File: src/rtl/div_issue_queue.sv
// Operand FIFO and issue stage in front of a combinational array divider.
// Holds dividend/divisor pairs, drives one pair at a time, and returns results over valid/ready.
module div_issue_queue #(
    parameter int WIDTH = 4,
    parameter int DEPTH = 4
) (
    input  logic                     clk,
    input  logic                     rst_n,
    input  logic                     in_valid,
    output logic                     in_ready,
    input  logic [WIDTH-1:0]         in_a,
    input  logic [WIDTH-1:0]         in_b,
    output logic [WIDTH-1:0]         div_a,
    output logic [WIDTH-1:0]         div_b,
    input  logic [WIDTH-1:0]         div_q,
    input  logic [WIDTH-1:0]         div_r,
    output logic                     out_valid,
    input  logic                     out_ready,
    output logic [WIDTH-1:0]         out_q,
    output logic [WIDTH-1:0]         out_r,
    output logic                     out_dbz,
    output logic [$clog2(DEPTH):0]   count
);

    localparam int PTR_W = $clog2(DEPTH);
    localparam int CNT_W = PTR_W + 1;

    typedef enum logic [1:0] {IDLE, ISSUE, HOLD} state_t;

    state_t                 state, state_next;
    logic [2*WIDTH-1:0]     mem [DEPTH];
    logic [2*WIDTH-1:0]     head;
    logic [PTR_W-1:0]       wr_ptr, rd_ptr;
    logic                   push, load, capture, release_out;

    // in_ready comes only from the registered occupancy, never from in_valid
    assign in_ready = (count < CNT_W'(DEPTH));
    assign push     = in_valid && in_ready;
    assign head     = mem[rd_ptr];

    always_comb begin
        state_next  = state;
        load        = 1'b0;
        capture     = 1'b0;
        release_out = 1'b0;
        case (state)
            IDLE: begin
                if (count != '0) begin
                    load       = 1'b1;
                    state_next = ISSUE;
                end
            end
            ISSUE: begin
                capture    = 1'b1;
                state_next = HOLD;
            end
            HOLD: begin
                if (out_ready) begin
                    release_out = 1'b1;
                    if (count != '0) begin
                        load       = 1'b1;
                        state_next = ISSUE;
                    end else begin
                        state_next = IDLE;
                    end
                end
            end
            default: state_next = IDLE;
        endcase
    end

    always_ff @(posedge clk or negedge rst_n) begin
        if (!rst_n) begin
            state  <= IDLE;
            wr_ptr <= '0;
            rd_ptr <= '0;
            count  <= '0;
        end else begin
            state <= state_next;
            if (push) wr_ptr <= wr_ptr + PTR_W'(1);
            if (load) rd_ptr <= rd_ptr + PTR_W'(1);
            case ({push, load})
                2'b10:   count <= count + CNT_W'(1);
                2'b01:   count <= count - CNT_W'(1);
                default: count <= count;
            endcase
        end
    end

    // Storage array carries no reset; occupancy alone decides what is valid
    always_ff @(posedge clk) begin
        if (push) mem[wr_ptr] <= {in_a, in_b};
    end

    always_ff @(posedge clk or negedge rst_n) begin
        if (!rst_n) begin
            div_a <= '0;
            div_b <= '0;
        end else if (load) begin
            div_a <= head[2*WIDTH-1:WIDTH];
            div_b <= head[WIDTH-1:0];
        end
    end

    // Divide-by-zero is resolved here so the divider's output for B=0 never matters
    always_ff @(posedge clk or negedge rst_n) begin
        if (!rst_n) begin
            out_valid <= 1'b0;
            out_q     <= '0;
            out_r     <= '0;
            out_dbz   <= 1'b0;
        end else if (capture) begin
            out_valid <= 1'b1;
            if (div_b == '0) begin
                out_q   <= {WIDTH{1'b1}};
                out_r   <= div_a;
                out_dbz <= 1'b1;
            end else begin
                out_q   <= div_q;
                out_r   <= div_r;
                out_dbz <= 1'b0;
            end
        end else if (release_out) begin
            out_valid <= 1'b0;
        end
    end

endmodule

File: config.mk
export PLATFORM = sky130hd
export DESIGN_NAME = div_issue_queue
export DESIGN_NICKNAME = d
export VERILOG_FILES = /design/src/rtl/div_issue_queue.sv
export SDC_FILE = /design/constraint.sdc
export NUM_CORES = 1
export LEC_CHECK = 0
export ABC_AREA = 1
export ABC_CLOCK_PERIOD_IN_PS = 2540
export CELL_PAD_IN_SITES_DETAIL_PLACEMENT = 0
export CELL_PAD_IN_SITES_GLOBAL_PLACEMENT = 2
export CORE_UTILIZATION = 33
export CTS_CLUSTER_DIAMETER = 40
export DETAILED_ROUTE_END_ITERATION = 6
export PLACE_DENSITY = 0.75
export SYNTH_ARGS = -nofsm -noshare
export SYNTH_HDL_FRONTEND = slang
export SYNTH_SLANG_ARGS = --single-unit
File: constraint.sdc
create_clock -name clk -period 2.54 [get_ports clk]
set_input_delay 0.508 -clock clk [delete_from_list [all_inputs] [get_ports clk]]
set_output_delay 0.508 -clock clk [all_outputs]
set_load 0.03 [all_outputs]
==> results of run 1 <==
[cells in the mapped netlist, types with 3 or more instances]
cell type,n,area share (%)
nand2_1,86,12
inv_1,49,7.0
edfxtp_1,32,36
dfrtp_1,27,26
nand3_1,22,4.2
nor2_1,20,2.8
ha_1,5,2.4
inv_2,5,0.71
nand3b_1,4,1.1
nor2_2,4,0.95
buf_6,3,1.3
nand2_2,3,0.71
xor2_1,3,0.99
[registers in the layout, indices dropped and copies added, names as in the netlist]
name       flops
count          3
div_a          4
div_b          4
mem           32
out_dbz        1
out_q          4
out_r          4
out_valid      1
rd_ptr         2
state          2
wr_ptr         2
[logic make-up (layout without fill, tap and decap cells)]
group | after synthesis | count (layout) | synth area share (%)
buffers and inverters | 61 | 120 | 9.93
AO/OA/AOI/OAI | 6 | 6 | 1.37
flip-flops | 59 | 59 | 61.9
AND/OR/NAND/NOR | 140 | 140 | 22.4
XOR/XNOR | 4 | 4 | 1.32
adder cells (fa/ha/maj) | 6 | 6 | 3.12
[tightest hold or removal path, cell delays in order (launching register included)]
cell     delay [ps]
dfrtp_1         350
nand2_1          50
nand2_1          50
[power breakdown]
part / switching, uW / leakage (uW) / internal (uW)
logic: 1160 / 0.000882 / 748
clock network: 380 / 0.0000950 / 448
registers: 214 / 0.000610 / 1320
[through the flow]
step,cells,utilization (%),hold slack (ps),setup slack [ps],instance area (sq um)
3_3_place_gp,421,41.3,467,263,3190
5_1_grt,437,43.8,513,426,3380
2_1_floorplan,276,-,212,479,2650
4_1_cts,437,43.8,488,522,3380
3_5_place_dp,421,41.3,470,224,3190
6_report,437,43.8,481,540,3380
[worst max-delay path by stage]
stage | start | endpoint | slack (ps) | cells past startpoint
after global routing | out_ready | count[2] | 430 | 10
after floorplan | count[2] | count[2] | 480 | 11
final | count[2] | in_ready | 540 | 2
after global placement | out_ready | count[2] | 260 | 9
after CTS | count[2] | in_ready | 520 | 2
after detailed placement | out_ready | count[2] | 220 | 9
[final cells by class]
type / instances / area, sq um / area share [%]
Clock inverter: 7 / 68.8 / 2.03
Timing Repair Buffer: 49 / 470 / 13.9
Sequential cell: 59 / 1640 / 48.4
Tap cell: 102 / 128 / 3.77
Multi-Input combinational cell: 156 / 746 / 22.0
Clock buffer: 9 / 124 / 3.66
Inverter: 55 / 209 / 6.18
[per-layer routing]
| layer | part of all wire (%) | track usage [%] | vias up |
|---|---|---|---|
| li1 | - | - | 951 |
| met1 | 49 | 17.8 | 786 |
| met2 | 43 | 20.7 | 45 |
| met3 | 5.5 | 4.02 | 7 |
| met4 | 1.5 | 7.67 | 0 |
| met5 | 0 | 0 | - |
==> flow_metrics.tcl, run 1 <==
set metrics [dict create \
    synth_seq_cells 59 \
    gp_congestion 0.720 \
    slew_headroom_pct 51.6 \
    worstPathCellList "inv_2 -> clkdlybuf4s50_1" \
    rows 32 \
    rsz0062_at_grt "false" \
    chipHeight_microns 91.5 \
    period_share_pct 78.7 \
    power.total_uw 4270 \
    peakVddDrop_uv 340 \
    crit_family "buffers and inverters" \
    drcViolationCount 0 \
    maxCapViolCount 0 \
    worstSetupStartpointType "flip-flop" \
    p_leak_uw 0.00159 \
    grt_pass1_wl_microns 8680 \
    hold_depth 2 \
    hpwl_microns 3420 \
    mostFrequentLayoutCells "nand2_1, inv_1, clkdlybuf4s50_1" \
    arrival_ps 1490 \
    status "finished, final reports clean" \
    rr_endpoint "count[2]" \
    path_buf_inv 2 \
    fillers 764 \
    clk_latency_ps 340 \
    num_vias 1789 \
    cts_max_path_buffers 2 \
    ys.flop_type "edfxtp_1" \
    min_period_ps 2000 \
    cts_resized 0 \
    fmax_mhz 500 \
    port_buffers 41 \
    firstDrtPassIters 4 \
    ys_types 23 \
    cts_sinks 59 \
    final_common_cell "nand2_1" \
    cts_buffers 9 \
    syn-instance-count 276 \
    r2r_setup_slack_ps 820 \
    syn-mean-instance-area_sq_um 9.58 \
    critPathSlowestCell "clkdlybuf4s50_1" \
    final_layout_size_suffix_gt1_share_pct 11.6 \
    hold_path_startpoint "out_r[2]" \
    finalSetupViolCount 0 \
    ff2ff_path_depth 10 \
    critPathCaptureType "primary output" \
    antenna_cells 0 \
    htreeDepth 3 \
    worstPathMaxFanout 4 \
    crit_required_ps 2030 \
    nets 356 \
    die_area_sq_um 8380 \
    async_flop_share_pct 45.8 \
    hold_violations 0 \
    grt_max_degree 28 \
    drt-total-wl_microns 4950 \
    areaGrowthSynthToFinish_pct 27.9 \
    clkTransAtPathRegs_ps 70 \
    cp_slowest_stage_delay_ps 670 \
    worst-slew-pin-transition_ps 725 \
    r2r_start "count[1]" \
    setup_tns_ps 0 \
    cts_tree "built" \
    hold_class "reg2reg" \
    core_sq_um 7730 \
    synth_edf_count 32 \
    die-width_microns 91.5 \
    syn_area_sq_um 2650 \
    avgRoutedWirePerCell_microns 11.3 \
    worst_clock_skew_ps 6.60 \
    grt_use_total_pct 13.8 \
    cts_root_buf "clkbuf_8" \
    min_to "out_r[2]" \
    io_pins 42 \
    slew_viol_final 0 \
    ctsHoldBuffers 0 \
    grt_overflow 0 \
    antenna_found_initial 0 \
    via_per_inst 4.09 \
    grt_pass1_vias 1801 \
    path_class "reg2out" \
    seq_area_frac_synth_pct 61.9 \
    yosysWarningCount 0 \
    initial_core_util_pct 34.2 \
    postCtsSetupBuffers 0 \
    drt_iter0_drc 69 \
    syn_nets 302 \
    power.density_nw_per_um2 1260 \
    ant_nets 0 \
]
Note: power is estimated with default switching activity, not from simulation.
==> inputs of run 2 (changes only) <==
--- a/config.mk
+++ b/config.mk
@@ -6,7 +6,7 @@
 export NUM_CORES = 1
 export LEC_CHECK = 0
 export ABC_AREA = 1
-export ABC_CLOCK_PERIOD_IN_PS = 2540
+export ABC_CLOCK_PERIOD_IN_PS = 1900
 export CELL_PAD_IN_SITES_DETAIL_PLACEMENT = 0
 export CELL_PAD_IN_SITES_GLOBAL_PLACEMENT = 2
 export CORE_UTILIZATION = 33
==> constraint.sdc (replaced) <==
create_clock -name clk -period 1.9 [get_ports clk]
set_input_delay 0.38 -clock clk [delete_from_list [all_inputs] [get_ports clk]]
set_output_delay 0.38 -clock clk [all_outputs]
set_load 0.03 [all_outputs]
==> flow_metrics.tcl, run 2 (synthesis results as in run 1) <==
set metrics [dict create \
    peakVddDrop_uv 559 \
    htreeDepth 3 \
    grt_overflow 0 \
    cts_tree "built" \
    avgRoutedWirePerCell_microns 11.2 \
    min_to "state[0]" \
    fmax_mhz 559 \
    gp_congestion 0.709 \
    num_vias 1819 \
    ff2ff_path_depth 10 \
    switching_power_uw 2390 \
    path_class "reg2out" \
    worstPathMaxFanout 3 \
    p_comb_share_pct 44.1 \
    placed_cells 427 \
    swShare_pct 39.1 \
    r2r_start "count[1]" \
    grt_pass1_wl_microns 8570 \
    p_seq_share_pct 33.0 \
    rsz0062_at_grt "false" \
    grt_pass1_vias 1685 \
    worst_clock_skew_ps 6.81 \
    die_area_sq_um 8380 \
    hold_class "in2reg" \
    antenna_cells 0 \
    clkTransAtPathRegs_ps 70 \
    stdcell_count 443 \
    largest_reg_flops 32 \
    nets 362 \
    hold_depth 3 \
    p_int_uw 3730 \
    port_buffers 41 \
    arrival_ps 1410 \
    status "finished, final reports clean" \
    cts_root_buf "clkbuf_8" \
    die-width_microns 91.5 \
    via_per_inst 4.11 \
    period_share_pct 94.1 \
    path_buf_inv 1 \
    clk_latency_ps 330 \
    crit_family "buffers and inverters" \
    slew_headroom_pct 73.9 \
    critPathCaptureType "primary output" \
    cts_sinks 59 \
    power.density_nw_per_um2 1750 \
    drcViolationCount 0 \
    drt_iter0_drc 51 \
    worst-slew-pin-transition_ps 391 \
    ant_nets 0 \
    p_leak_uw 0.00166 \
    worstSetupStartpointType "flip-flop" \
    drt-total-wl_microns 4970 \
    finalSetupViolCount 0 \
    final_layout_size_suffix_gt1_share_pct 14.4 \
    r2r_setup_slack_ps 170 \
    mostFrequentLayoutCells "nand2_1, inv_1, clkdlybuf4s50_1" \
    critPathSlowestCell "clkdlybuf4s50_1" \
    crit_required_ps 1520 \
    hold_path_startpoint "out_ready" \
    regMostFlops "mem" \
    rows 32 \
    holdWs_ps 413 \
    antenna_found_initial 0 \
    core_sq_um 7730 \
    initial_core_util_pct 34.2 \
    grt_max_degree 28 \
    firstDrtPassIters 4 \
    cts_max_path_buffers 2 \
    areaGrowthSynthToFinish_pct 32.4 \
    rr_endpoint "count[2]" \
    maxCapViolCount 0 \
    final_common_cell "nand2_1" \
    min_period_ps 1790 \
    pwr-share-clk_pct 22.9 \
    io_pins 42 \
    slew_viol_final 0 \
    grt_use_total_pct 13.8 \
    worstPathCellList "clkdlybuf4s50_1" \
    hpwl_microns 3500 \
    chipHeight_microns 91.5 \
    cts_buffers 9 \
    cp_slowest_stage_delay_ps 700 \
    hold_violations 0 \
]
==> run 2: changes by cell type in the layout (fill, tap and decap cells not counted), sizes merged <==
cell           delta
buf               +6
bufinv            +2
clkdlybuf4s50     -2
clkinv            -1
clkinvlp          -2
dlymetal6s2s      +2
inv               +1
==> run 2: what timing repair did <==
item | CTS | global route
setup buffers | 0 | 0
endpoints found under the setup margin | 0 | 2
hold buffers | 0 | 0
resized for setup | 0 | 4
hold endpoints to repair | 0 | 0
==> run 2: cell type report <==
type | instances | area [sq um]
fill | 751 | 4230
clock buffer | 9 | 124
tap | 102 | 128
sequential | 59 | 1640
timing repair buffer | 55 | 520
multi-input combinational | 156 | 753
clock inverter | 7 | 125
inverter | 55 | 211
==> run 2: worst max path at each step <==
stage / start / to / slack, ps / cells after the start
after floorplan: count[2] / count[2] / 0.5 / 11
after global placement: out_ready / count[2] / -220 / 9
after detailed placement: out_ready / count[2] / -240 / 9
after CTS: count[2] / in_ready / 4 / 2
after global routing: count[1] / count[2] / 40 / 10
final: div_b[3] / div_b[3] / 110 / 1
==> run 2: metrics by stage <==
stage                     util [%]  setup WS (ps)  cell area (sq um)  power, uW  TNS, ps
after floorplan                  -          0.509               2650       3840        0
after global placement        41.9           -219               3240       4770     -305
after detailed placement      41.9           -242               3240       4790     -341
after CTS                     45.2           4.38               3490       6230        0
after global routing          45.3           37.1               3500       6650        0
final                         45.3            112               3500       6130        0
==> run 2: power groups by stage <==
stage                     sequential [uW]  combinational [uW]  clock [uW]
final                                2020                2700        1400
after global placement               2050                2720           0
after global routing                 2080                3040        1520
after CTS                            2030                2750        1450
after detailed placement             2060                2740           0
after floorplan                      2430                1410           0
==> run 2: layer usage <==
metal,track usage [%],vias up,part of all wire (%)
met5,0,-,0
met4,7.14,0,1.3
met3,4.02,6,5.1
met2,20.7,39,47
met1,17.8,805,47
li1,-,969,-
==> inputs of run 3 (changes only) <==
--- a/config.mk
+++ b/config.mk
@@ -12,7 +12,7 @@
 export CORE_UTILIZATION = 33
 export CTS_CLUSTER_DIAMETER = 40
 export DETAILED_ROUTE_END_ITERATION = 6
-export PLACE_DENSITY = 0.75
+export PLACE_DENSITY_LB_ADDON = 0.08
 export SYNTH_ARGS = -nofsm -noshare
 export SYNTH_HDL_FRONTEND = slang
 export SYNTH_SLANG_ARGS = --single-unit
==> flow_metrics.tcl, run 3 (synthesis results as in run 1) <==
set metrics [dict create \
    clkTransAtPathRegs_ps 70 \
    worstPathCellList "clkdlybuf4s50_1" \
    switching_power_uw 2380 \
    p_int_uw 3440 \
    grt_use_total_pct 14.6 \
    fillers 756 \
    drt-total-wl_microns 5280 \
    hold_violations 0 \
    critPathCaptureType "primary output" \
    grt_pass1_vias 1859 \
    regMostFlops "mem" \
    antenna_cells 0 \
    io_pins 42 \
    postLayoutCellArea_sq_um 3430 \
    status "finished, final reports clean" \
    clk_latency_ps 330 \
    cts_root_buf "clkbuf_8" \
    ff2ff_path_depth 10 \
    ctsHoldBuffers 0 \
    final_common_cell "nand2_1" \
    cts_tree "built" \
    r2r_start "count[1]" \
    routed-wl-met3_microns 178 \
    path_class "reg2out" \
    areaGrowthSynthToFinish_pct 29.8 \
    startpoint "div_b[0]" \
    swShare_pct 40.9 \
    p_seq_share_pct 35.1 \
    num_vias 1826 \
    htreeDepth 3 \
    die_area_sq_um 8380 \
    min_period_ps 1790 \
    path_buf_inv 1 \
    pwr-share-clk_pct 18.0 \
    p_comb_share_pct 46.9 \
    worstPathMaxFanout 3 \
    slew_headroom_pct 64.3 \
    grt_overflow 0 \
    cts_sinks 59 \
    place_area_sq_um 3240 \
    crit_family "buffers and inverters" \
    gp_congestion 0.704 \
    avgRoutedWirePerCell_microns 11.9 \
    critPathSlowestCell "clkdlybuf4s50_1" \
    worst_clock_skew_ps 9.02 \
    fmax_mhz 559 \
    final_layout_size_suffix_gt1_share_pct 13.5 \
    drt_iter0_drc 68 \
    core_sq_um 7730 \
    worst-slew-pin-transition_ps 535 \
    utilization_pct 44.4 \
    finalSetupViolCount 0 \
    hpwl_microns 3670 \
    route.met2.wl_microns 2430 \
    die-width_microns 91.5 \
    port_buffers 41 \
    worstSetupStartpointType "flip-flop" \
    cp.depth 1 \
    rsz0062_at_grt "false" \
    cp_slowest_stage_delay_ps 700 \
    p_leak_uw 0.00162 \
    slew_viol_final 0 \
    crit_required_ps 1520 \
    grt_max_degree 28 \
    grt_pass1_wl_microns 9030 \
    via_per_inst 4.12 \
    power.density_nw_per_um2 1690 \
    initial_core_util_pct 34.2 \
    cts_buffers 9 \
    largest_reg_flops 32 \
    rows 32 \
    antenna_found_initial 0 \
    mostFrequentLayoutCells "nand2_1, inv_1, clkdlybuf4s50_1" \
    nets 362 \
    cts_max_path_buffers 2 \
    hold_class "in2async" \
    arrival_ps 1410 \
    top_layer "met4" \
    firstDrtPassIters 4 \
    maxCapViolCount 0 \
    period_share_pct 94.2 \
    drcViolationCount 0 \
    chipHeight_microns 91.5 \
    wl_met1_microns 2590 \
    ant_nets 0 \
    peakVddDrop_uv 699 \
]
==> run 3: metrics by stage <==
step / total power, uW / hold WS, ps / TNS [ps] / std cells / setup slack, ps
6_report: 5810 / 433 / 0 / 443 / 111
5_1_grt: 6340 / 465 / 0 / 443 / 23.2
4_1_cts: 5900 / 428 / 0 / 443 / 5.86
3_5_place_dp: 4830 / 474 / -425 / 427 / -284
3_3_place_gp: 4810 / 468 / -344 / 427 / -234
2_1_floorplan: 3840 / 84.4 / 0 / 276 / 0.509
==> run 3: metal layers <==
metal / up-vias / GRT usage, %
met3: 6 / 4.27
met2: 25 / 22.7
met1: 825 / 18.6
li1: 970 / -
met4: 0 / 7.14
met5: - / 0
==> run 3: layout make-up <==
class | instances | area [sq um] | area share, %
Clock buffer | 14 | 174 | 5.06
Clock inverter | 2 | 10.0 | 0.291
Inverter | 55 | 211 | 6.16
Multi-Input combinational cell | 156 | 753 | 21.9
Sequential cell | 59 | 1640 | 47.8
Tap cell | 102 | 128 | 3.72
Timing Repair Buffer | 55 | 518 | 15.1
==> run 3: final timing paths <==
kind	to	slack, ps
min in group clk	out_r[1]	480
worst min register to register	out_r[1]	480
worst max-delay path	div_b[0]	110
worst max register to register	count[2]	170
max in group asynchronous	count[2]	1170
worst min-delay path	out_r[0]	430
==> run 3: repair_timing <==
action	4_1_cts	5_1_grt
setup endpoints to repair	0	2
endpoints found under the hold margin	0	0
resized for setup	0	3
setup buffers	0	0
==> run 3: power groups by stage <==
stage | clock network, uW | logic (uW) | registers [uW]
after floorplan | 0 | 1410 | 2430
after global placement | 0 | 2750 | 2070
after detailed placement | 0 | 2770 | 2070
after CTS | 1080 | 2770 | 2050
after global routing | 1150 | 3090 | 2100
final | 1050 | 2730 | 2040
